`src/rtl/fft_run_sequencer.sv`:
```
// fft_run_sequencer: bus master that loads every butterfly node, arms the FFT count-down, then reads back and streams out the results.
//   clk_i, rst_ni         : rising-edge clock, asynchronous active-low reset
//   start_i, cfg_stages_i : begin a pass (IDLE only) with the Enable cycle count
//   busy_o, done_o        : pass in progress / one-cycle end-of-pass pulse
//   in_valid_i, in_data_i, in_ready_o    : operand pair stream {right, left}
//   out_valid_o, out_data_o, out_ready_i : result pair stream {right, left}
//   bus_rd_o, bus_wr_o, bus_addr_o, bus_wdata_o, bus_rdata_i : node/control bus
module fft_run_sequencer #(
    parameter int SIZE      = 4,
    parameter int NODES     = 4,
    parameter int IDWIDTH   = 8,
    parameter int ADDRW     = 8,
    parameter int DATAW     = 16,
    parameter int NODE_BASE = 0,
    parameter int CTRL_ID   = 255
) (
    input  logic                  clk_i,
    input  logic                  rst_ni,
    input  logic                  start_i,
    input  logic [7:0]            cfg_stages_i,
    output logic                  busy_o,
    output logic                  done_o,
    input  logic                  in_valid_i,
    input  logic [2*SIZE+1:0]     in_data_i,
    output logic                  in_ready_o,
    output logic                  out_valid_o,
    output logic [2*SIZE+1:0]     out_data_o,
    input  logic                  out_ready_i,
    output logic                  bus_rd_o,
    output logic                  bus_wr_o,
    output logic [ADDRW-1:0]      bus_addr_o,
    output logic [DATAW-1:0]      bus_wdata_o,
    input  logic [DATAW-1:0]      bus_rdata_i
);
    localparam int PW = SIZE + 1;
    localparam int IW = NODES > 1 ? $clog2(NODES) : 1;

    typedef enum logic [3:0] {IDLE, LWAIT, WL, WR, WS, ARM, RUN, RL, RR, RS, EMIT, FIN} state_t;

    state_t            state_q, state_d;
    logic [IW-1:0]     idx_q, idx_d;
    logic [7:0]        stages_q, stages_d, cnt_q, cnt_d;
    logic [2*PW-1:0]   pair_q, pair_d, out_data_d;
    logic [SIZE-1:0]   rl_q, rl_d, rr_q, rr_d;
    logic              last;
    logic [ADDRW-1:0]  addr_d;
    logic [DATAW-1:0]  wdata_d;
    logic              rd_d, wr_d;
    logic              unused_rdata;

    assign unused_rdata = ^bus_rdata_i[DATAW-1:SIZE];
    assign last = idx_q == IW'(NODES - 1);

    // Node ids are decoded on the low IDWIDTH address bits only.
    function automatic logic [ADDRW-1:0] node_id(input logic [IW-1:0] n, input int k);
        return ADDRW'(IDWIDTH'(NODE_BASE + 4 * int'(n) + k));
    endfunction

    always_comb begin
        state_d  = state_q;
        idx_d    = idx_q;
        stages_d = stages_q;
        cnt_d    = cnt_q;
        pair_d   = pair_q;
        rl_d     = rl_q;
        rr_d     = rr_q;
        case (state_q)
            IDLE:  if (start_i) begin
                       stages_d = cfg_stages_i;
                       idx_d    = '0;
                       state_d  = LWAIT;
                   end
            LWAIT: if (in_valid_i && in_ready_o) begin
                       pair_d  = in_data_i;
                       state_d = WL;
                   end
            WL:    state_d = WR;
            WR:    state_d = WS;
            WS:    begin
                       idx_d   = last ? '0 : idx_q + 1'b1;
                       state_d = last ? ARM : LWAIT;
                   end
            ARM:   begin
                       cnt_d   = stages_q;
                       state_d = stages_q == 8'd0 ? RL : RUN;
                   end
            // Mirrors the control block's count-down: exactly cfg_stages RUN cycles.
            RUN:   begin
                       cnt_d   = cnt_q == 8'd1 ? 8'd0 : cnt_q - 8'd1;
                       state_d = cnt_q == 8'd1 ? RL : RUN;
                   end
            RL:    begin
                       rl_d    = bus_rdata_i[SIZE-1:0];
                       state_d = RR;
                   end
            RR:    begin
                       rr_d    = bus_rdata_i[SIZE-1:0];
                       state_d = RS;
                   end
            RS:    state_d = EMIT;
            EMIT:  if (out_ready_i) begin
                       idx_d   = last ? idx_q : idx_q + 1'b1;
                       state_d = last ? FIN : RL;
                   end
            FIN:   state_d = IDLE;
            default: state_d = IDLE;
        endcase
    end

    // Outputs are decoded from the next state so every output is a flop.
    always_comb begin
        wr_d    = state_d inside {WL, WR, WS, ARM};
        rd_d    = state_d inside {RL, RR, RS};
        addr_d  = state_d == ARM              ? ADDRW'(CTRL_ID)   :
                  state_d inside {WL, RL}     ? node_id(idx_d, 1) :
                  state_d inside {WR, RR}     ? node_id(idx_d, 2) :
                  state_d inside {WS, RS}     ? node_id(idx_d, 3) : '0;
        wdata_d = state_d == WL  ? DATAW'(pair_d[SIZE-1:0])              :
                  state_d == WR  ? DATAW'(pair_d[PW+SIZE-1:PW])          :
                  state_d == WS  ? DATAW'({pair_d[2*PW-1], pair_d[SIZE]}) :
                  state_d == ARM ? DATAW'(stages_d)                      : '0;
        out_data_d = state_q == RS   ? {bus_rdata_i[1], rr_q, bus_rdata_i[0], rl_q} :
                     state_d == EMIT ? out_data_o : '0;
    end

    always_ff @(posedge clk_i or negedge rst_ni) begin
        if (!rst_ni) begin
            state_q     <= IDLE;
            idx_q       <= '0;
            stages_q    <= '0;
            cnt_q       <= '0;
            pair_q      <= '0;
            rl_q        <= '0;
            rr_q        <= '0;
            busy_o      <= 1'b0;
            done_o      <= 1'b0;
            in_ready_o  <= 1'b0;
            out_valid_o <= 1'b0;
            out_data_o  <= '0;
            bus_rd_o    <= 1'b0;
            bus_wr_o    <= 1'b0;
            bus_addr_o  <= '0;
            bus_wdata_o <= '0;
        end else begin
            state_q     <= state_d;
            idx_q       <= idx_d;
            stages_q    <= stages_d;
            cnt_q       <= cnt_d;
            pair_q      <= pair_d;
            rl_q        <= rl_d;
            rr_q        <= rr_d;
            busy_o      <= state_d != IDLE && state_d != FIN;
            done_o      <= state_d == FIN;
            in_ready_o  <= state_d == LWAIT;
            out_valid_o <= state_d == EMIT;
            out_data_o  <= out_data_d;
            bus_rd_o    <= rd_d;
            bus_wr_o    <= wr_d;
            bus_addr_o  <= addr_d;
            bus_wdata_o <= wdata_d;
        end
    end
endmodule

```
`config.mk`:
```
export PLATFORM = sky130hd
export DESIGN_NAME = fft_run_sequencer
export DESIGN_NICKNAME = d
export VERILOG_FILES = /design/src/rtl/fft_run_sequencer.sv
export SDC_FILE = /design/constraint.sdc
export NUM_CORES = 1
export LEC_CHECK = 0
export ABC_CLOCK_PERIOD_IN_PS = 1990
export CAP_MARGIN = 20
export CORE_ASPECT_RATIO = 1.75
export CORE_MARGIN = 1.5
export CORE_UTILIZATION = 30
export DETAILED_ROUTE_END_ITERATION = 7
export GPL_TIMING_DRIVEN = 0
export PLACE_DENSITY = 0.61
export SYNTH_ARGS = -nofsm -noshare
export SYNTH_HDL_FRONTEND = slang
export SYNTH_SLANG_ARGS = --single-unit
export TNS_END_PERCENT = 50
```
`constraint.sdc`:
```
create_clock -name clk_i -period 1.99 [get_ports clk_i]
set_input_delay 0.2985 -clock clk_i [delete_from_list [all_inputs] [get_ports clk_i]]
set_output_delay 0.2985 -clock clk_i [all_outputs]
set_load 0.01 [all_outputs]
```
After elaboration in Yosys (flattened, before gate mapping)
Index checks and enable logic that the tools add are counted.
- input port bits: 39
- flip-flop bits (word level): 72
- reductions and logical operators: 11
- mux-type cells: 29
- eq/ne operators: 24
- $add $sub $neg: 5
- operators with widths (operator ; count):
    $mux W8 ; 8
    $pmux W4 S11 ; 1
    $mux W10 ; 4
    $eq A4 B3 Y1 const B ; 7
    $eq A4 B4 Y1 const B ; 7
    $eq A4 B2 Y1 const B ; 4
    $mux W4 ; 4
    $pmux W8 S2 ; 1
    $mux W5 ; 3
    $add A4 B2 Y5 const B ; 2
    $eq A4 B1 Y1 const B ; 2
    $eq A8 B1 Y1 const B ; 1
    $logic_not A8 Y1 ; 1
    $mux W2 ; 4
    $reduce_bool A2 Y1 ; 4
    $reduce_bool A4 Y1 ; 2
    $sub A8 B1 Y8 const B ; 1
    $pmux W2 S3 ; 1
    $add A4 B1 Y5 const B ; 1
    $logic_not A4 Y1 ; 1
    $ne A4 B4 Y1 const B ; 1
    $mux W3 ; 1
    $reduce_bool A3 Y1 ; 1
    $add A2 B1 Y2 const B ; 1
    4 further kinds ; 6

Longest topological paths before layout
- depth after elaboration: 10
- depth in mapped cells: 7

Least setup slack after synthesis
OpenSTA, ideal clock, no wires.
- path kind: reg-to-reg
- from: reg state_q[3]
- to: reg bus_wdata_o[3]
- arrival time: 1811 ps
- required time: 1869 ps
- clock period less this slack: 1932 ps
- setup time: 121 ps
- slack: 58 ps
- cell stages (with the launch flop): 8
- path through: dfrtp_1 -> clkbuf_1 -> or2_2 -> nor3_1 -> buf_2 -> mux2_2 -> a22oi_1 -> nand2_1
- elaborated cells on any way between the ends: 25
- classes of those cells: eq/ne (14); mux (10); reduce/logical (1)
- RTL lines (item ; line ; source):
    start, declared ; 40 ; state_t state_q, state_d;
    start signal, assigned ; 145 ; state_q <= state_d;
    $eq A4 B1 Y1 ; 67 ; case (state_q)
    $mux W10 ; 67 ;
    net pair_d[8] ; 43 ; logic [2*PW-1:0] pair_q, pair_d, out_data_d;
    $mux W8 ; 119 ; state_d == WR ? DATAW'(pair_d[PW+SIZE-1:PW]) :
    $mux W8 ; 118 ; wdata_d = state_d == WL ? DATAW'(pair_d[SIZE-1:0]) :
    net wdata_d[3] ; 47 ; logic [DATAW-1:0] wdata_d;
    end signal, assigned ; 160 ; bus_wdata_o <= wdata_d;
    end, declared ; 32 ; output logic [DATAW-1:0] bus_wdata_o,
The timed path passes the listed nets, and every way through them passes these cells.
A chain may end at the register's enable or synchronous reset.

Worst setup path after layout
- from: reg cnt_q[6]
- to: reg bus_addr_o[2]
- longest elaborated chain between the ends: 9
- elaborated cells on any way between the ends: 17
- classes of those cells: eq/ne (8); mux (6); reduce/logical (3)
- RTL lines (item ; line ; source):
    start, declared ; 42 ; logic [7:0] stages_q, stages_d, cnt_q, cnt_d;
    start signal, assigned ; 148 ; cnt_q <= cnt_d;
    $eq A8 B1 Y1 * ; 90 ; state_d = cnt_q == 8'd1 ? RL : RUN;
    $mux W1 * ; 90 ;
    $pmux W4 S11 * ; 67 ;
    $eq A4 B3 Y1 / $eq A4 B4 Y1 (equally long branches) ; 117 ; state_d inside {WS, RS} ? node_id(idx_d, 3) : '0;
    $reduce_bool A2 Y1 ; 117 ;
    $mux W5 ; 117 ;
    $mux W5 ; 116 ; state_d inside {WR, RR} ? node_id(idx_d, 2) :
    $mux W5 ; 115 ; state_d inside {WL, RL} ? node_id(idx_d, 1) :
    $mux W8 * ; 114 ; addr_d = state_d == ARM ? ADDRW'(CTRL_ID) :
    net addr_d[2] ; 46 ; logic [ADDRW-1:0] addr_d;
    end signal, assigned ; 159 ; bus_addr_o <= addr_d;
    end, declared ; 31 ; output logic [ADDRW-1:0] bus_addr_o,
Mark *: on every way through the listed nets, which the timed path passes. The rest lies on a longest branch.

==> results.sh <==
export IMPL_die_h_um=138
export IMPL_grt_pass1_vias=2569
export IMPL_cts_sinks=65
export IMPL_gp_congestion=0.865
export IMPL_die_w_um=80.0
export IMPL_power_share_switching_pct=34.8
export IMPL_drv_cap=0
export IMPL_cp_arrival_ns=2.23
export IMPL_crit_fanout=4
export IMPL_grt_max_degree=66
export IMPL_status="finished, violations left"
export IMPL_drt_first_pass_iters=4
export IMPL_fin_crit_sh_pct=100
export IMPL_final_area_sq_um=4380
export IMPL_cts_buffer_depth=2
export IMPL_vias_per_cell=4.94
export IMPL_endpoint="bus_addr_o[2]$_DFF_PN0_"
export IMPL_core_sq_um=10200
export IMPL_worstSetupEndpointType="flip-flop"
export IMPL_hold_buffers=0
export IMPL_route_vias_total=2506
export IMPL_drive_gt1_share_pct=23.7
export IMPL_port_buffers=58
export IMPL_fmax_ghz=0.501
export IMPL_ff2ff_path_depth=4
export IMPL_yosysMostFrequentCell="dfrtp_1"
export IMPL_synth_distinct_cells=50
export IMPL_synth_area_leaders="dfrtp_1 (52%), mux2_2 (6.9%), nand2_1 (4.5%)"
export IMPL_critical_path_class="flip-flop to flip-flop"
export IMPL_synthCells=297
export IMPL_seq_area_frac_synth_pct=52.3
export IMPL_relSlewSlack_pct=45.9
export IMPL_startpoint="cnt_q[6]$_DFFE_PN0P_"
export IMPL_rsz0062_at_grt="true"
export IMPL_synthArstFlopShare_pct=100
export IMPL_avgSynthCellArea_sq_um=10.5
export IMPL_clk_latency_ns=0.33
export IMPL_overflow=0
export IMPL_drtIter0Drc=106
export IMPL_yosysWarnings=0
export IMPL_n_antenna_cell=0
export IMPL_reg2reg_to="bus_addr_o[2]$_DFF_PN0_"
export IMPL_post_synth_top_area_cell="dfrtp_1"
export IMPL_initial_core_util_pct=30.6
export IMPL_ys_flop_type="dfrtp_1"
export IMPL_min_path_type="primary input to asynchronous set/reset pin"
export IMPL_cts_buffers=9
export IMPL_grt_pass1_wl_um=12600
export IMPL_switchingPower_mw=2.17
export IMPL_synth_edf_count=0
export IMPL_area_delta_synth_final_pct=40.8
export IMPL_post_drt_wl_per_cell_um=15.4
export IMPL_irDropWorstVdd_v=0.000656
export IMPL_intPower_mw=4.07
export IMPL_placed_area_sq_um=3870
export IMPL_synth_top_area_share_pct=52.3
export IMPL_finalWirelength_um=7810
export IMPL_tightest_slew_ns=0.812
export IMPL_postRouteAntennaNets=0
export IMPL_layout_min_cycle_time_ns=2.00
export IMPL_ioPinCount=79
export IMPL_cts_tree="done"
export IMPL_antenna_found_initial=0
export IMPL_cts_root_buf="clkbuf_16"
export IMPL_ctsHtreeMaxLevel=3
export IMPL_r2r_slack_ns=-0.007
export IMPL_row_count=49
export IMPL_finClkSkew_ns=0.00401
export IMPL_clkTransAtPathRegs_ns=0.05
export IMPL_p_seq_share_pct=34.4
export IMPL_hold_viol_final=0
export IMPL_r2r_start="cnt_q[6]$_DFFE_PN0P_"
export IMPL_cp_start_kind="flip-flop"
export IMPL_power_density_nw_per_um2=1420
export IMPL_combPwrFrac_pct=37.9
export IMPL_netlist_area_sq_um=3110
export IMPL_die_area_sq_um=11000
export IMPL_synth_seq_cells=65
export IMPL_clkPwrFrac_pct=27.7
export IMPL_setup_violations=1
export IMPL_drc_errors=0
export IMPL_fin_ws_ns=-0.00683
export IMPL_ys_top_cells_by_count="dfrtp_1 (65), nand2_1 (37), mux2_2 (19)"
export IMPL_maxSlewViolCount=0
export IMPL_dp_slack_ns=-0.446
export IMPL_gr_usage_all_layers_pct=15.0
export IMPL_fill_cells=990
export IMPL_worstPathRequired_ns=2.23
export IMPL_dp_hpwl_um=5630
export IMPL_violations="negative setup slack"
export IMPL_finalNetCount=419
export IMPL_total_leakage_power_nw=1.90
==> metal layers <==
metal  vias up  share of wire, %  GRT usage [%]
met1      1245                39           16.4
li1       1192                 -              -
met2        55                55           27.1
met4         0               1.7           5.84
met5         -                 0              0
met3        14               4.2           3.91
==> per-stage QoR <==
step           total power, mW   TNS, ns  hold slack (ns)  std cells  util (%)
2_1_floorplan             3.49         0          0.00291        304         -
3_3_place_gp              4.21   -104.92            0.455        489      38.1
3_5_place_dp              4.25     -3.58            0.449        489      38.1
4_1_cts                   6.13   -0.0787           0.0963        506      42.3
5_1_grt                   6.63    -0.114            0.131        507      43.1
6_report                  6.23  -0.00683           0.0523        507      43.1
==> critical path, cell delays in order (launching register included) <==
cell and delay, ns:
dfrtp_1 0.40, or4_4 0.60, nor4_4 0.41, o311ai_4 0.20, a221oi_2 0.28
==> cells by family (layout without fill, tap and decap cells) <==
logic type | after synthesis | in the layout | synth area share, %
other | 1 | 8 | 0.121
adders and majority gates | 5 | 5 | 2.01
xor gates and xnor gates | 1 | 1 | 0.282
DFF | 65 | 65 | 52.3
muxes | 20 | 20 | 7.20
AOI/OAI and AO/OA | 66 | 66 | 15.0
and+or+nand+nor | 108 | 108 | 17.8
buffers and inverters | 31 | 107 | 5.31
==> timing repair <==
| item | 4_1_cts | 5_1_grt |
|---|---|---|
| pin swaps | 2 | 4 |
| resized for setup | 17 | 23 |
| buffers inserted | 2 | 1 |
| endpoints found under the setup margin | 33 | 31 |
==> cells in the final DEF, fill, tap and decap left out, drive strengths merged, types with 9 or more instances in the layout <==
master and n:
dfrtp 65, clkdlybuf4s50 57, nand2 37, buf 20, mux2 19, o21ai 18, clkbuf 18, nor2 15
a21oi 11, a22o 11, nor3 9
==> worst min path at each step <==
stage | from | to | slack, ns | depth (start not counted)
5_1_grt | rst_ni | cnt_q[5]$_DFFE_PN0P_ | 0.13 | 1
3_3_place_gp | pair_q[4]$_DFF_PN0_ | pair_q[4]$_DFF_PN0_ | 0.45 | 2
3_5_place_dp | rst_ni | cnt_q[5]$_DFFE_PN0P_ | 0.45 | 1
6_report | rst_ni | cnt_q[5]$_DFFE_PN0P_ | 0.05 | 1
2_1_floorplan | rst_ni | bus_addr_o[0]$_DFF_PN0_ | 0.003 | 0
4_1_cts | rst_ni | cnt_q[5]$_DFFE_PN0P_ | 0.1 | 1
==> state kept, by name, indices dropped and copies added, names as in the netlist, 4 cells and up <==
signal,count
rr_q,4
bus_addr_o,5
cnt_q,8
stages_q,8
out_data_o,10
state_q,4
rl_q,4
bus_wdata_o,8
pair_q,6
==> power groups by stage <==
stage                     clock [mW]  sequential, mW  combinational [mW]
after floorplan                    0            2.06                1.43
after global placement             0            2.10                2.10
after detailed placement           0            2.12                2.13
after CTS                       1.75            2.13                2.25
after global routing            1.82            2.20                2.60
final                           1.72            2.15                2.36
==> area by class of cell <==
cell class / count / area (sq um) / area share (%)
flip-flops and latches: 65 / 1630 / 37.2
multi-input cells: 208 / 1490 / 33.9
repair buffers: 61 / 601 / 13.7
clock buffers: 11 / 253 / 5.77
well taps: 127 / 159 / 3.63
plain buffers: 23 / 149 / 3.40
clock inverters: 5 / 77.6 / 1.77
inverters: 7 / 26.3 / 0.600
No activity file was read; power rests on OpenSTA's default activity.
